## config.mk

```make
export PLATFORM = sky130hd
export DESIGN_NAME = fp_mul
export DESIGN_NICKNAME = d
export VERILOG_FILES = /design/src/rtl/fp_mul.sv
export SDC_FILE = /design/constraint.sdc
export NUM_CORES = 2
export LEC_CHECK = 0
export CORE_UTILIZATION = 50
export DETAILED_ROUTE_END_ITERATION = 6
export PLACE_DENSITY = 0.68
export SETUP_SLACK_MARGIN = 0.2
export SLEW_MARGIN = 20
export SYNTH_ARGS = -nofsm -noshare
export SYNTH_HDL_FRONTEND = slang
export SYNTH_SLANG_ARGS = --single-unit
```

## constraint.sdc

```tcl
create_clock -name clk -period 1.29 [get_ports clk]
set_clock_uncertainty 0.15 [all_clocks]
set_input_delay 0.258 -clock clk [delete_from_list [all_inputs] [get_ports clk]]
set_output_delay 0.258 -clock clk [all_outputs]
set_load 0.01 [all_outputs]
```

## src/rtl/fp_mul.sv

```systemverilog
// IEEE-754 binary32 multiplier: combinational decode/multiply/round, one output register.
// Define FPMUL_SUBNORMAL_EN for gradual underflow; otherwise subnormals flush to signed zero.
module fp_mul (
  input  logic        clk,
  input  logic        reset,
  input  logic        clk_enable,
  input  logic [31:0] a,
  input  logic [31:0] b,
  input  logic [4:0]  control,
  output logic [31:0] result,
  output logic [4:0]  flags
);

  localparam logic [31:0] QNAN = 32'h7FC00000;

`ifdef FPMUL_SUBNORMAL_EN
  function automatic logic [4:0] lzc24(input logic [23:0] v);
    logic [4:0] n;
    n = 5'd24;
    for (int i = 0; i < 24; i++) begin
      if (v[i]) begin
        n = 5'(23 - i);
      end else begin
        n = n;
      end
    end
    return n;
  endfunction
`endif

  // Returns {exponent, significand}; subnormals are left-aligned so bit 23 is always set.
  function automatic logic [34:0] unpack(input logic [31:0] v);
    logic [23:0] sig;
    logic [10:0] e;
`ifdef FPMUL_SUBNORMAL_EN
    logic [4:0]  lz;
    sig = {(v[30:23] != 8'd0), v[22:0]};
    e   = (v[30:23] == 8'd0) ? 11'd1 : {3'b000, v[30:23]};
    lz  = lzc24(sig);
    sig = sig << lz;
    e   = e - {6'd0, lz};
`else
    sig = {1'b1, v[22:0]};
    e   = {3'b000, v[30:23]};
`endif
    return {e, sig};
  endfunction

  logic               sign_s, a_nan_s, b_nan_s, a_snan_s, b_snan_s;
  logic               a_inf_s, b_inf_s, a_zero_s, b_zero_s;
  logic [34:0]        ua_s, ub_s;
  logic [47:0]        prod_s, norm_s, shifted_s;
  logic signed [10:0] exp_s;
  logic [10:0]        exp_base_s;
  logic [23:0]        sig_s;
  logic               tiny_s, lost_s, flush_s, guard_s, rbit_s, sticky_s;
  logic               inexact_s, round_up_s, overflow_s, uflow_s;
  logic [33:0]        rounded_s;
  logic [31:0]        result_d, result_q;
  logic [4:0]         flags_d, flags_q;
  logic               unused_ctrl_s;
`ifdef FPMUL_SUBNORMAL_EN
  logic [5:0]         shamt_s;
`endif

  assign unused_ctrl_s = ^control[4:2];

  // Operand classification
  always_comb begin
    sign_s   = a[31] ^ b[31];
    a_nan_s  = (a[30:23] == 8'hFF) & (a[22:0] != 23'd0);
    b_nan_s  = (b[30:23] == 8'hFF) & (b[22:0] != 23'd0);
    a_snan_s = a_nan_s & ~a[22];
    b_snan_s = b_nan_s & ~b[22];
    a_inf_s  = (a[30:23] == 8'hFF) & (a[22:0] == 23'd0);
    b_inf_s  = (b[30:23] == 8'hFF) & (b[22:0] == 23'd0);
`ifdef FPMUL_SUBNORMAL_EN
    a_zero_s = (a[30:0] == 31'd0);
    b_zero_s = (b[30:0] == 31'd0);
`else
    a_zero_s = (a[30:23] == 8'd0);
    b_zero_s = (b[30:23] == 8'd0);
`endif
  end

  // Multiply, normalise, denormalise if tiny, then round
  always_comb begin
    ua_s   = unpack(a);
    ub_s   = unpack(b);
    prod_s = {24'd0, ua_s[23:0]} * {24'd0, ub_s[23:0]};
    norm_s = prod_s[47] ? prod_s : {prod_s[46:0], 1'b0};
    exp_s  = $signed(ua_s[34:24]) + $signed(ub_s[34:24]) - 11'sd127
             + $signed({10'd0, prod_s[47]});
    tiny_s = (exp_s < 11'sd1);
`ifdef FPMUL_SUBNORMAL_EN
    if (tiny_s) begin
      shamt_s    = (exp_s < -11'sd47) ? 6'd48 : 6'(11'sd1 - exp_s);
      exp_base_s = 11'd0;
    end else begin
      shamt_s    = 6'd0;
      exp_base_s = exp_s - 11'sd1;
    end
    shifted_s = norm_s >> shamt_s;
    lost_s    = |(norm_s & ((48'd1 << shamt_s) - 48'd1));
    flush_s   = 1'b0;
`else
    exp_base_s = exp_s - 11'sd1;
    shifted_s  = norm_s;
    lost_s     = 1'b0;
    flush_s    = tiny_s;
`endif
    sig_s     = shifted_s[47:24];
    guard_s   = shifted_s[23];
    rbit_s    = shifted_s[22];
    sticky_s  = (|shifted_s[21:0]) | lost_s;
    inexact_s = guard_s | rbit_s | sticky_s;
    case (control[1:0])
      2'b00:   round_up_s = guard_s & (rbit_s | sticky_s | sig_s[0]);
      2'b01:   round_up_s = 1'b0;
      2'b10:   round_up_s = ~sign_s & inexact_s;
      2'b11:   round_up_s = sign_s & inexact_s;
      default: round_up_s = 1'b0;
    endcase
    // The hidden bit adds the missing 1 back into the exponent field; a rounding carry renormalises.
    rounded_s  = {exp_base_s, 23'd0} + {10'd0, sig_s} + {33'd0, round_up_s};
    overflow_s = ~tiny_s & (rounded_s[33:23] >= 11'd255);
    uflow_s    = tiny_s & inexact_s;
  end

  // Special-case priority and overflow saturation
  always_comb begin
    result_d = {sign_s, rounded_s[30:0]};
    flags_d  = {3'b000, uflow_s, inexact_s};
    if (a_nan_s | b_nan_s) begin
      result_d = QNAN;
      flags_d  = {(a_snan_s | b_snan_s), 4'b0000};
    end else if ((a_inf_s & b_zero_s) | (b_inf_s & a_zero_s)) begin
      result_d = QNAN;
      flags_d  = 5'b10000;
    end else if (a_inf_s | b_inf_s) begin
      result_d = {sign_s, 31'h7F800000};
      flags_d  = 5'b00000;
    end else if (a_zero_s | b_zero_s) begin
      result_d = {sign_s, 31'd0};
      flags_d  = 5'b00000;
    end else if (flush_s) begin
      result_d = {sign_s, 31'd0};
      flags_d  = 5'b00011;
    end else if (overflow_s) begin
      flags_d = 5'b00101;
      case (control[1:0])
        2'b00:   result_d = {sign_s, 31'h7F800000};
        2'b01:   result_d = {sign_s, 31'h7F7FFFFF};
        2'b10:   result_d = {sign_s, sign_s ? 31'h7F7FFFFF : 31'h7F800000};
        2'b11:   result_d = {sign_s, sign_s ? 31'h7F800000 : 31'h7F7FFFFF};
        default: result_d = {sign_s, 31'h7F800000};
      endcase
    end else begin
      result_d = {sign_s, rounded_s[30:0]};
      flags_d  = {3'b000, uflow_s, inexact_s};
    end
  end

  // Output register
  always_ff @(posedge clk or negedge reset) begin
    if (!reset) begin
      result_q <= 32'd0;
      flags_q  <= 5'd0;
    end else if (clk_enable) begin
      result_q <= result_d;
      flags_q  <= flags_d;
    end else begin
      result_q <= result_q;
      flags_q  <= flags_q;
    end
  end

  assign result = result_q;
  assign flags  = flags_q;

endmodule

```

==> impl.org <==
** Clock tree
- Clock-pin slew was measured on the worst setup and hold paths at about 0.060 ns.
- TritonCTS Sinks :: 36
- CTS tree :: built
- Insertion delay of the later-clocked pin in the worst-skew pair :: roughly 0.28 ns
- Clock tree synthesis selected as its root buffer the cell sky130_fd_sc_hd__clkbuf_16.
- Clock buffers created by TritonCTS :: 5
- Maximum buffer depth of the clock tree :: 2
- The H-tree generated during clock tree synthesis spans 2 levels.

** Die
- Number of placement rows :: 80
- Total Die Area :: 49300 sq um
- Initial Utilization :: roughly half
- From bottom edge to top edge, the die measures approximately 220 um.
- For this design the top-level I/O count stands at ~110.
- Core region area :: 47700 sq um
- Die X-Extent :: 222 um

** Logic synthesis
- The number of nets handed over by synthesis was 3586.
- Post-Synthesis Cell Area :: about 24000 sq um
- Post-synth top area share :: between 30% and 40%
- Average instance area after synthesis :: approximately 8.5 sq um
- Top-count cell post-synth :: sky130_fd_sc_hd__inv_1
- Share of flip-flops with an asynchronous set or reset after synthesis :: 100%
- Register bit count reported by yosys :: 36
- Count of cell types in the netlist :: 110
- In the synthesized netlist the dominant register cell turns out to be sky130_fd_sc_hd__dfrtp_1.
- Post-synth EDFFs :: 0
- The Yosys step of the flow raised 0 warnings.
- The biggest area contributor in the post-synthesis netlist is sky130_fd_sc_hd__fa_1.
- In the synthesized netlist, the number of instances is 2838.
- By count the netlist is led by 579 x sky130_fd_sc_hd__inv_1, 483 x sky130_fd_sc_hd__fa_1, 387 x sky130_fd_sc_hd__nand2_1.
- Sequential elements use under 10% of the synthesized area.
- After synthesis, the cell types taking the most area are sky130_fd_sc_hd__fa_1 40%, sky130_fd_sc_hd__ha_1 10%, sky130_fd_sc_hd__inv_1 9.0%.

** Finish
- Measured on the finished design, the core utilization comes to a little under three quarters.
- Of the cells placed in the final design, the portion with a size suffix greater than 1 is between 30% and 40%.
- Area taken by flip-flops and latches :: roughly 900 sq um
- Final #Nets :: 4365
- From synthesis to final layout, the design area changed by 40.1%.
- Multi-input gate area :: between 20000 and 25000 sq um
- Counting the fill cells in the layout gives approximately 3400.

** Timing
- At the pin with the least slew margin, the transition time is 0.915 ns.
- Setup violations remaining at the end of the flow were counted as 36.
- After layout, the minimum clock period comes to slightly below 10 ns.
- Measured against its own limit, the worst slew margin works out to between 30% and 40%.
- Final worst setup slack :: -8.63 ns
- Achievable frequency :: roughly 0.10 GHz
- Total negative setup slack :: -290.15 ns
- Final worst-path cycle share :: 769%
- Number of max-slew violations in the final report :: 0
- RSZ-0062 raised after global routing :: true
- Final Hold Viols :: 0

** Detailed routing
- Post-route antenna net violation count :: 0
- The routed design uses around 7100 um of met3 wire.
- After detailed routing, the wire length on met1 is ~34000 um.
- Routed wire length per instance :: between 20 and 25 um
- In the routed layout, each cell is associated on average with a via count of about 5.5.
- In this run, the number of DRC markers left after iteration 0 of detailed routing was between 1500 and 2000.
- Uppermost metal layer occupied by signal nets :: met5
- Total Routed Length :: between 80000 and 90000 um
- Across all layers, the routed design uses approximately 23000 vias.
- The first TritonRoute pass finished after 6 iterations.
- DRC violation count after routing :: 0
- Detailed routing placed a total of approximately 40000 um of wire on met2.

** Placed design
- At the placement stage, the worst setup path has a slack of -9.29 ns.
- Detailed placement finished with a half-perimeter wire length of ~66000 um.
- Input and output buffers added on the ports amount to about 100.
- Final GP Congestion :: ~1

** Global route
- Aggregate global routing overflow :: 0
- The first global-routing pass estimated between 100000 and 150000 um of wire.
- Tot GR Track Use :: between 30% and 40%
- The via count of the first global-routing pass was 25500.
- The initial antenna violation count was 2.
- Entering global routing, the biggest net connects 37 pins.

** Setup path
- Data on the critical path is required at its endpoint by approximately 1.3 ns.
- The cell that appears most often on the critical path is sky130_fd_sc_hd__fa_1.
- STA classifies the critical path endpoint as a flip-flop.
- STA classifies the critical path startpoint as an input pin.
- Arrival time of the worst setup path :: 9.92 ns
- The worst setup path is of the input pin to flip-flop kind.
- Max Fanout on Critical Path :: 7
- The slowest stage of the critical path belongs to the cell sky130_fd_sc_hd__fa_1.
- Worst stage delay on the critical path :: roughly 0.58 ns

** Run status
- The checks that failed: setup timing.
- The run finished, with violations left.

** Min path
- The min-delay analysis places its worst path in the category input pin to asynchronous set/reset pin.

** Job
- Max-cap violations in this run came to 0.
==> layout by cell type, fill, tap and decap left out, drive strengths merged, types with 7 or more instances in the layout <==
cell type	n
buf	874
inv	578
fa	483
nand2	388
and2	227
ha	193
nor2	116
a21oi	77
o21ai	64
nand4	47
xnor2	45
nand3	41
dfrtp	36
nor4	32
xor2	28
a31oi	28
clkdlybuf4s50	22
o211ai	22
nor3	22
a221o	21
a21o	17
and3	16
a211oi	16
o21a	12
nor2b	11
or2	11
or4	10
nand2b	9
mux2i	9
or3	9
o2111ai	9
clkbuf	8
a31o	7
o31ai	7
clkdlybuf4s15	7
==> registers in the layout, indices dropped and copies added (netlist names) <==
name and flops:
flags 4, result 32
==> path summary, 6_finish.rpt <==
check                                            start                      to  slack (ns)  depth (start not counted)
max in group asynchronous                        reset   result[0]$_DFFE_PN0P_        0.60                          2
worst max-delay path                              a[9]  result[21]$_DFFE_PN0P_       -8.63                         44
worst min-delay path                             reset    flags[4]$_DFFE_PN0P_        0.20                          2
worst min register to register    flags[4]$_DFFE_PN0P_    flags[4]$_DFFE_PN0P_        0.37                          1
worst max register to register  result[22]$_DFFE_PN0P_  result[22]$_DFFE_PN0P_       -0.08                          4
min in group clk                  flags[4]$_DFFE_PN0P_    flags[4]$_DFFE_PN0P_        0.37                          1
==> repair_timing <==
item | CTS | global route
resized for setup | 556 | 74
hold buffers | 0 | 0
gates cloned | 23 | 1
pin swaps | 135 | 34
setup endpoints to repair | 72 | 72
buffers inserted | 144 | 13
==> layout make-up <==
type	instances	area share, %
Multi-Input combinational cell	2080	63.6
Timing Repair Buffer	912	24.5
Inverter	582	6.51
Sequential cell	36	2.66
Tap cell	615	2.27
Clock buffer	6	0.380
Clock inverter	2	0.103
Antenna cell	1	0.00738
==> kinds of logic after synthesis <==
kind of cell	Yosys count	synth area share, %
AOI/OAI and AO/OA	352	11.0
adders and majority gates	676	49.9
DFF	36	3.72
buffers and inverters	722	11.6
muxes	13	0.558
other	1	0.0155
and+or+nand+nor	961	20.1
xor gates and xnor gates	77	3.03
==> worst max-delay path, delay by kind of cell <==
family	cells	cell delay [ns]
XOR/XNOR	1	0.14
adder cells (fa/ha/maj)	10	4.00
buffers and inverters	13	1.52
AND/OR/NAND/NOR	11	2.03
AO/OA/AOI/OAI	9	1.99
==> stage by stage <==
stage	cell area, sq um	instances	hold slack [ns]
detailed placement	30900	4044	0.345
global route	33900	4233	0.221
CTS	33400	4219	0.205
floorplan	24800	2838	-0.188
finish	33900	4234	0.196
global placement	30900	4044	0.334
==> per-layer routing <==
layer	GRT usage (%)	vias up
met5	0	-
met4	17.5	2
met3	6.40	265
met2	59.1	1064
met1	45.8	11600
li1	-	10500
Power is left out: the tool's default activity adds up to more than one toggle a clock period on the data nets, which glitch-free logic cannot reach.
